<file path="config.mk">
export PLATFORM = sky130hd
export DESIGN_NAME = memstream_afull_fifo
export DESIGN_NICKNAME = d
export VERILOG_FILES = /design/src/rtl/memstream_afull_fifo.sv
export SDC_FILE = /design/constraint.sdc
export NUM_CORES = 1
export LEC_CHECK = 0
export BUFFER_PORTS_ARGS = -buffer_cell sky130_fd_sc_hd__buf_2
export CORE_MARGIN = 5
export CORE_UTILIZATION = 40
export DETAILED_ROUTE_END_ITERATION = 12
export PLACE_DENSITY = 0.58
export SYNTH_ARGS = -nofsm -noshare
export SYNTH_HDL_FRONTEND = slang
export SYNTH_SLANG_ARGS = --single-unit
export TNS_END_PERCENT = 30
</file>
<file path="constraint.sdc">
create_clock -name aclk -period 4.25 [get_ports aclk]
set_input_delay 1.275 -clock aclk [delete_from_list [all_inputs] [get_ports aclk]]
set_output_delay 1.275 -clock aclk [all_outputs]
set_load 0.01 [all_outputs]
</file>
<file path="src/rtl/memstream_afull_fifo.sv">
// rtl/memstream_afull_fifo.sv - per-stream FWFT output buffer with almost-full throttle for a memstream port
//
// Ports:
//   aclk, aresetn        clock (rising edge) and asynchronous active-low reset
//   s_axis_tvalid/tdata  valid-only write side from the memstream (no tready)
//   s_axis_afull         almost-full, combinational decode of the registered count
//   m_axis_tvalid/tready/tdata  AXI-Stream master side, tdata driven from a register
//   count                occupancy 0..DEPTH including the output register
//   overflow             sticky flag, set when a write is dropped
module memstream_afull_fifo #(
    parameter int WIDTH        = 32,
    parameter int DEPTH        = 32,
    parameter int AFULL_MARGIN = 8
) (
    input  logic                     aclk,
    input  logic                     aresetn,
    input  logic                     s_axis_tvalid,
    input  logic [WIDTH-1:0]         s_axis_tdata,
    output logic                     s_axis_afull,
    output logic                     m_axis_tvalid,
    input  logic                     m_axis_tready,
    output logic [WIDTH-1:0]         m_axis_tdata,
    output logic [$clog2(DEPTH):0]   count,
    output logic                     overflow
);

    localparam int PW = $clog2(DEPTH);
    localparam int CW = PW + 1;
    localparam logic [CW-1:0] DEPTH_C  = CW'(DEPTH);
    localparam logic [CW-1:0] AFULL_TH = CW'(DEPTH - AFULL_MARGIN);
    localparam logic [PW-1:0] PTR_LAST = PW'(DEPTH - 2);

    // The RAM holds DEPTH-1 entries; the output register is the last slot.
    logic [WIDTH-1:0] mem [DEPTH-1];

    logic [PW-1:0]    wr_ptr;
    logic [PW-1:0]    rd_ptr;
    logic [CW-1:0]    ram_cnt;
    logic             ram_empty;
    logic             pop;
    logic             accept;
    logic             to_out;
    logic             to_ram;
    logic             reload;
    logic [WIDTH-1:0] ram_head;

    function automatic logic [PW-1:0] ptr_next(input logic [PW-1:0] p);
        return (p == PTR_LAST) ? '0 : p + PW'(1);
    endfunction

    // The output register is always filled before the RAM, so RAM
    // occupancy is the total minus the output register's valid bit.
    assign ram_cnt   = count - CW'(m_axis_tvalid);
    assign ram_empty = (ram_cnt == '0);
    assign ram_head  = mem[rd_ptr];

    assign pop    = m_axis_tvalid & m_axis_tready;
    assign accept = s_axis_tvalid & ((count < DEPTH_C) | pop);
    // Bypass into the output register when it is (or is about to be) empty
    // and nothing older waits in the RAM.
    assign to_out = accept & (~m_axis_tvalid | (pop & ram_empty));
    assign to_ram = accept & ~to_out;
    assign reload = pop & ~ram_empty;

    assign s_axis_afull = (count >= AFULL_TH);

    // No reset on the storage array. When RAM is full and a push and pop
    // coincide, wr_ptr == rd_ptr; the asynchronous read returns the old
    // head before this write lands.
    always_ff @(posedge aclk) begin
        if (to_ram) begin
            mem[wr_ptr] <= s_axis_tdata;
        end
    end

    always_ff @(posedge aclk or negedge aresetn) begin
        if (!aresetn) begin
            wr_ptr        <= '0;
            rd_ptr        <= '0;
            m_axis_tvalid <= 1'b0;
            m_axis_tdata  <= '0;
            count         <= '0;
            overflow      <= 1'b0;
        end else begin
            if (to_ram) begin
                wr_ptr <= ptr_next(wr_ptr);
            end
            if (reload) begin
                rd_ptr <= ptr_next(rd_ptr);
            end

            if (to_out) begin
                m_axis_tvalid <= 1'b1;
                m_axis_tdata  <= s_axis_tdata;
            end else if (reload) begin
                m_axis_tdata  <= ram_head;
            end else if (pop) begin
                m_axis_tvalid <= 1'b0;
            end

            if (accept && !pop) begin
                count <= count + CW'(1);
            end else if (pop && !accept) begin
                count <= count - CW'(1);
            end

            if (s_axis_tvalid && !accept) begin
                overflow <= 1'b1;
            end
        end
    end

endmodule

</file>
## Word-level counts from Yosys, hierarchy flattened

Memories as Yosys holds them, arrays and structs flattened.
Index checks and enable logic that the tools add are counted.
W data, S select, Z words.

- Memories kept: 1
- Bits in registers: 50
- Bits in read-only memories: 0
- Output and inout port bits: 41
- Word-level logic and storage cells: 49
- Memory bits (writable): 992
- Latch bits: 0
- Input bits: 36

- Equality and inequality tests: 3
- Shifts and indexed selects: 0
- Add/sub/neg operators: 5
- $mul: 0
- Bitwise operators: 11
- Div/mod/pow operators: 0
- Reductions and logical operators: 10
- Magnitude comparators: 2
- Multiplexer cells: 11

Memories:

| name | depth | width | read ports | clocked after Yosys merged registers in | wr ports | RTL line | source |
|---|---|---|---|---|---|---|---|
| mem | 31 | 32 | 1 | 0 | 1 | 34 | `logic [WIDTH-1:0] mem [DEPTH-1];` |

Operator list:

| operator | number |
|---|---|
| $mux W32 | 2 |
| $mux W6 | 2 |
| $add A5 B1 Y5 const B | 2 |
| $eq A5 B5 Y1 const B | 2 |
| $mux W5 | 2 |
| $add A6 B1 Y6 const B | 1 |
| $and A1 B1 Y1 | 6 |
| $ge A6 B5 Y1 const B | 1 |
| $logic_not A6 Y1 | 1 |
| $lt A6 B6 Y1 const B | 1 |
| $reduce_bool A2 Y1 | 3 |
| $sub A6 B1 Y6 | 1 |
| $sub A6 B1 Y6 const B | 1 |
| $mux W1 | 5 |
| $logic_and A1 B1 Y1 | 3 |
| $not A1 Y1 | 3 |
| $logic_not A1 Y1 | 2 |
| $ne A2 B2 Y1 const B | 1 |
| $or A1 B1 Y1 | 2 |
| $reduce_and A2 Y1 | 1 |

## Logic depth before layout (Yosys ltp)

Gate-level depths: netlist of the first run.

- Depth in word-level cells: 9
- Depth in mapped cells: 10
- Depth with buffers taken out: 10

## Worst setup path before layout of the first run

OpenSTA, ideal clock, no wires.

- Kind: input port to flip-flop
- Start point: in m_axis_tready
- End point: mem mem[12][0] (enable)
- Arrival time: 3.293 ns
- Required time: 3.829 ns
- Stages: 5
- Slack: 0.536 ns
- Buffers on the path: 0
- Library setup time: 0.421 ns
- Cells stage by stage: inv_1 -> a21oi_1 -> and2_1 -> nand2_1 -> nor2_1

- Cells in the longest elaborated chain, start to end: 8
- Elaborated cells on any way between the ends: 10
- Classes of those cells: mux: 2; bitwise: 8

Ends and longest elaborated chain:

| item | RTL line | source |
|---|---|---|
| start, declared | 21 | `input logic m_axis_tready,` |
| $and A1 B1 Y1 * | 57 | `assign pop = m_axis_tvalid & m_axis_tready;` |
| $or A1 B1 Y1 / $and A1 B1 Y1 (equally long branches) | 58, 61 |  |
| $and A1 B1 Y1 / $or A1 B1 Y1 (equally long branches) | 58, 61 |  |
| $and A1 B1 Y1 | 61 | `assign to_out = accept & (~m_axis_tvalid \| (pop & ram_empty));` |
| $not A1 Y1 | 62 | `assign to_ram = accept & ~to_out;` |
| $and A1 B1 Y1 * | 62 |  |
| $mux W1 * | 71 | `if (to_ram) begin` |
| $mux W1 (not written as such) * | 72 | `mem[wr_ptr] <= s_axis_tdata;` |
| end, declared | 34 |  |

Every way passes the cells marked *; elsewhere a longest branch is shown, timed or not.

## Final worst setup path of the first run

- Start point: reg rd_ptr[0]
- End point: reg m_axis_tdata[29]

- Cells in the longest elaborated chain, start to end: 3

Ends and longest elaborated chain:

| item | RTL line | source |
|---|---|---|
| start, declared | 37 | `logic [PW-1:0] rd_ptr;` |
| start signal, assigned | 89 | `rd_ptr <= ptr_next(rd_ptr);` |
| $mem_v2 Z31 W32 | -- |  |
| $mux W32 | 95 | `end else if (reload) begin` |
| $mux W32 | 92 | `if (to_out) begin` |
| end signal, assigned | 94 | `m_axis_tdata <= s_axis_tdata;` |
| end signal, assigned | 96 | `m_axis_tdata <= ram_head;` |
| end, declared | 22 | `output logic [WIDTH-1:0] m_axis_tdata,` |

Every way passes these cells. The select of a mux whose other input is x is not followed.
A chain may end at the register's enable or synchronous reset.

==> impl_metrics.ini, run 1 <==
[status]
outcome = finished, final reports clean

[layout]
fill_cells = 8320
final_cell_mix = 992 x edfxtp_1, 198 x mux4_2, 106 x clkbuf_16
final_common_cell = edfxtp_1
antennaDiodeCount = 0
layout.nets = 2158
drive_above_1_share = 0.273
syn_to_final_growth_pct = 14.7

[timing]
drv_slew = 0
worstMarginPinSlew_ns = 0.953
period_share = 0.724
setup_viol = 0
fin_tns_setup_ns = 0
fmax_mhz = 325
fin_worst_skew_ns = 0.0285
relSlewSlack = 0.365
min_period_ns = 3.08
rsz0062_at_grt = false
hold_viol_final = 0

[cts]
cts_buffer_depth = 3
cts-resized-gates = 0
clk_latency_ns = 0.66
cts_setup_buffers = 0
h-tree-depth = 3
cts_tree = done
numClockSinks = 1042
clk_pin_slew_ns = 0.07
ctsHoldBuffers = 0
cts-root-buf = clkbuf_16
cts_made_buffers = 104

[hold_path]
hp-start = overflow
holdPathEnd = overflow
hold_path.class = register to register
hold_depth = 1

[synth]
synth_warnings = 0
synth_top_area_share = 0.735
ys.flop_type = edfxtp_1
synth_cell_types = 63
ys_ff_latch = 1042
synth_nets = 2012
synth.area.top_cells = edfxtp_1 74%, mux4_2 11%, dfrtp_1 3.1%, mux2i_1 1.6%, a22oi_1 0.72%
yosysTopAreaCell = edfxtp_1
avgSynthCellArea_um2 = 20.6
ys_seq_area_frac = 0.766
netlist_area_um2 = 40500
async_flop_share = 0.0480
synthCells = 1963
synth-edff-count = 992

[pwr]
p_leak_uw = 0.0148
p_per_area_nw_per_um2 = 639
power_uw = 29700
vdd_drop_max_uv = 368

[setup_path]
crit_required_ns = 4.79
crit_fanout = 28
r2r.worst_path.cells = 7
reg2reg_to = m_axis_tdata[29]
start_kind = register
cp-end-kind = register
critPathKind = register to register
cp.arrival_ns = 3.61
timing.rr.start = rd_ptr[0]
reg2reg_slack_ns = 1.17

[grt]
grt.total_usage = 0.183
grt.overflow.total = 0
grt_pass1_wl_um = 145000
antenna_found_initial = 2
grt_pass1_vias = 20500
grt_max_degree = 113

[die]
die_h_um = 328
rows = 116
ios = 77
core_um2 = 100000
fp.dieArea_um2 = 108000
fp.dieW_um = 328
initial_core_util = 0.404

[routing]
drt-initial-drc-count = 1918
vias = 19900
ant_nets = 0
wire_per_inst_um = 27.9
wirelength_um = 99100
via_per_inst = 5.62
drt_first_pass_iters = 5
drc = 0

[placement]
post-dp-hpwl_um = 59200
port_buffers = 76
gp_congestion = 0.815

[flow_run]
drv_cap = 0
==> layer usage <==
metal	share of wire	vias up	global-route usage
met5	0	-	0
met1	0.41	10600	0.247
met2	0.50	667	0.307
met4	0.031	0	0.0540
met3	0.063	164	0.0341
li1	-	8511	-
==> state kept, by name, summed over array words and instances, names as in the netlist <==
| register | count |
|---|---|
| count | 6 |
| m_axis_tdata | 32 |
| wr_ptr | 5 |
| m_axis_tvalid | 1 |
| mem | 992 |
| overflow | 1 |
| rd_ptr | 5 |
==> cells by family after synthesis <==
logic type,after synthesis,synth area share
adder cells (fa/ha/maj),13,0.00420
flip-flops,1042,0.766
buffers and inverters,134,0.0178
multiplexers,284,0.132
XOR/XNOR,6,0.00130
AND/OR/NAND/NOR,203,0.0258
AO/OA/AOI/OAI,281,0.0526
==> worst max-delay path: stages (launching register included) <==
cell	delay [ns]
dfrtp_4	0.83
buf_12	0.28
buf_12	0.27
mux4_2	0.52
mux2i_1	0.33
or2_2	0.18
a311oi_1	0.12
a221o_1	0.33
==> synth_stat cells (7+ instances only) <==
library cell,n
a211oi_1,22
nor2_1,40
buf_2,25
a22oi_1,39
clkbuf_1,61
o22ai_1,37
nand2b_1,32
a221o_1,17
nand3_1,13
mux2i_1,65
a31o_2,19
buf_6,10
inv_1,13
nor3_1,19
nand2_1,48
a221oi_1,17
a21o_1,8
buf_1,7
mux2_2,19
nor3b_1,10
dfrtp_1,50
a22o_1,17
o211ai_1,18
a21oi_1,15
o21ai_0,30
mux4_2,198
buf_4,14
ha_1,12
edfxtp_1,992
and2_1,12
o221ai_1,8
==> worst max-delay path by stage <==
stage | endpoint | startpoint | slack [ns]
floorplan | mem[12][0] | m_axis_tready | 0.54
global placement | count[5] | m_axis_tready | 0.64
detailed placement | count[5] | m_axis_tready | 0.59
CTS | m_axis_tdata[29] | rd_ptr[0] | 1.14
global route | m_axis_tdata[17] | rd_ptr[0] | 1.06
finish | m_axis_tdata[29] | rd_ptr[0] | 1.17
==> final cells by class <==
class	instances	area [um^2]	share of cell area
clock buffers	144	2870	0.0617
clock inverters	46	513	0.0110
inverters	13	48.8	0.00105
multi-input cells	787	9020	0.194
flip-flops and latches	1042	31100	0.668
well taps	1357	1700	0.0365
repair buffers	161	1270	0.0274
==> through the flow <==
stage | hold slack (ns) | util | worst slack [ns] | instances | area (um^2)
final | 0.496 | 0.463 | 1.17 | 3550 | 46500
after floorplan | 0.512 | - | 0.536 | 1963 | 40500
after CTS | 0.506 | 0.463 | 1.14 | 3550 | 46500
after global routing | 0.517 | 0.463 | 1.06 | 3550 | 46500
after detailed placement | 0.491 | 0.430 | 0.586 | 3360 | 43100
after global placement | 0.468 | 0.430 | 0.642 | 3360 | 43100
==> where the power goes <==
group          switching [uW]  internal [uW]
Clock                    3750           5310
Combinational            4650           3470
Sequential                635          11900
No activity file was read; power rests on OpenSTA's default activity.
==> run 2: changes to the inputs <==
- ABC_AREA: default -> 1
- PLACE_DENSITY: 0.58 -> 0.6
- clock period: 4.25 -> 2.7 ns (I/O delays scaled with it)
==> impl_metrics.ini, run 2 <==
[status]
outcome = finished, final reports clean

[grt]
grt_pass1_vias = 26600
grt.overflow.total = 0
grt_max_degree = 132
antenna_found_initial = 1
grt_pass1_wl_um = 174000
grt.total_usage = 0.204

[cts]
cts-root-buf = clkbuf_16
h-tree-depth = 3
cts_setup_buffers = 0
clk_latency_ns = 0.69
cts_tree = done
numClockSinks = 1042
cts_made_buffers = 109
cts-resized-gates = 0
cts_buffer_depth = 3
clk_pin_slew_ns = 0.06
ctsHoldBuffers = 0

[synth]
synth_top_area_share = 0.705
ys_ff_latch = 1042
synth_warnings = 0
synth.area.top_cells = edfxtp_1 71%, nor2_1 5.6%, nand2_1 5.1%, o21ai_0 4.2%, nand3_1 3.6%
ys_seq_area_frac = 0.735
synth_nets = 3594
synthCells = 3545
async_flop_share = 0.0480
netlist_area_um2 = 42200
avgSynthCellArea_um2 = 11.9
ys.flop_type = edfxtp_1
synth_cell_types = 29
synth-edff-count = 992
yosysTopAreaCell = edfxtp_1
synth_most_common_cell = edfxtp_1
ys_top_cells_by_count = 992 x edfxtp_1, 627 x nor2_1, 573 x nand2_1

[setup_path]
start_kind = register
worstPathCellList = inv_1 -> ha_1 -> nand2_1 -> nor2_1 -> nand4_1 -> nand2_1 -> nor2_2 -> buf_12 -> nand2_1 -> nor2_4 -> buf_12
critPathTopFamily = simple AND/OR/NAND/NOR gates
timing.critical_path.mode_cell = nand2_1
crit_required_ns = 3.06
cp.arrival_ns = 2.87
critPathBufInv = 3
startpoint = count[0]
reg2reg_slack_ns = 0.19
critPathKind = register to register
r2r.worst_path.cells = 11
crit_fanout = 21
reg2reg_to = mem[11][19]
slowest_stage = dfrtp_1
slowest_delay_ns = 0.43
cp-end-kind = register
timing.rr.start = count[0]

[layout]
syn_to_final_growth_pct = 17.0
final_cell_mix = 992 x edfxtp_1, 598 x nor2_1, 571 x nand2_1
largest_register = mem
drive_above_1_share = 0.118
largest_reg_flops = 992
top_regs = mem: 992 flops, m_axis_tdata: 32 flops, count: 6 flops
final_common_cell = edfxtp_1
layout.nets = 3729

[die]
die_h_um = 335
fp.dieArea_um2 = 112000
ios = 77
fp.dieW_um = 335
rows = 119
core_um2 = 105000
initial_core_util = 0.402

[flow_run]
drv_cap = 0

[timing]
relSlewSlack = 0.480
hold_viol_final = 0
worstMarginPinSlew_ns = 0.780
fmax_mhz = 398
setup_viol = 0
min_period_ns = 2.51
rsz0062_at_grt = false
drv_slew = 0
period_share = 0.930
fin_worst_skew_ns = 0.0292
whs_ns = 0.194

[routing]
via_per_inst = 5.37
drt-initial-drc-count = 2953
drt_first_pass_iters = 6
ant_nets = 0
wire_per_inst_um = 22.6
wirelength_um = 116000
drc = 0
vias = 27700

[pwr]
vdd_drop_max_uv = 450
p_per_area_nw_per_um2 = 662
power_uw = 32700
p_leak_uw = 0.0173

[placement]
port_buffers = 76
gp_congestion = 0.821
post-dp-hpwl_um = 69300

[hold_path]
hold_path.class = input port to async pin
-- run 2: changes by cell type after synthesis, moves of 35 or more --
cell	delta
nor2_1	+587
nand2_1	+525
o21ai_0	+325
nand3_1	+295
mux4_2	-198
o21ai_1	+112
inv_1	+100
o211ai_1	+68
mux2i_1	-65
clkbuf_1	+59
a21oi_1	+55
a22oi_1	-39
o22ai_1	-35
-- run 2: per-layer routing --
| metal | global-route usage | wire length (um) | up-vias |
|---|---|---|---|
| li1 | - | - | 12800 |
| met1 | 0.295 | 50200 | 13700 |
| met2 | 0.330 | 55100 | 1128 |
| met3 | 0.0339 | 9180 | 136 |
| met4 | 0.0440 | 1950 | 0 |
| met5 | 0 | 0 | - |
-- run 2: power by group --
| group | internal (uW) | switching, uW |
|---|---|---|
| Combinational | 28.3 | 303 |
| Clock | 8490 | 6200 |
| Sequential | 17700 | 0.0000000000000311 |
| Total | 26200 | 6510 |
-- run 2: layout make-up --
cell class                      count  area [um^2]
Fill cell                        9297        55700
Sequential cell                  1042        31100
Multi-Input combinational cell   2167         9960
Clock buffer                      143         2930
Timing Repair Buffer              240         2730
Tap cell                         1391         1740
Clock inverter                     56          568
Inverter                          120          465
Antenna cell                        1         2.50
-- run 2: kinds of logic after synthesis --
kind of cell / count (synthesis) / share of synthesized area
simple gates: 1521 / 0.145
flops: 1042 / 0.735
xor+xnor: 6 / 0.00124
fa+ha+maj: 13 / 0.00403
buf+inv: 336 / 0.0354
compound gates: 627 / 0.0795
-- run 2: worst register-to-register path: stages (launching register included) --
cell and delay, ns:
dfrtp_1 0.43, inv_1 0.11, ha_1 0.28, nand2_1 0.07, nor2_1 0.05, nand4_1 0.09
nand2_1 0.08, nor2_2 0.14, buf_12 0.16, nand2_1 0.24, nor2_4 0.27, buf_12 0.24
-- run 2: worst max path at each step --
stage / to / cells after the start
after floorplan: mem[28][0] / 9
after global placement: count[3] / 13
after detailed placement: count[5] / 16
after CTS: mem[11][19] / 11
after global routing: mem[11][19] / 11
final: mem[11][19] / 11
-- run 2: through the flow --
step	cells	instance area (um^2)	worst slack, ns	TNS, ns	utilization
2_1_floorplan	3545	42400	-0.152	-110.32	-
3_3_place_gp	4960	45900	-0.0302	-0.0302	0.437
3_5_place_dp	4960	45900	-0.00887	-0.0121	0.437
4_1_cts	5159	49400	0.188	0	0.470
5_1_grt	5159	49400	0.0254	0	0.470
6_report	5160	49400	0.190	0	0.470
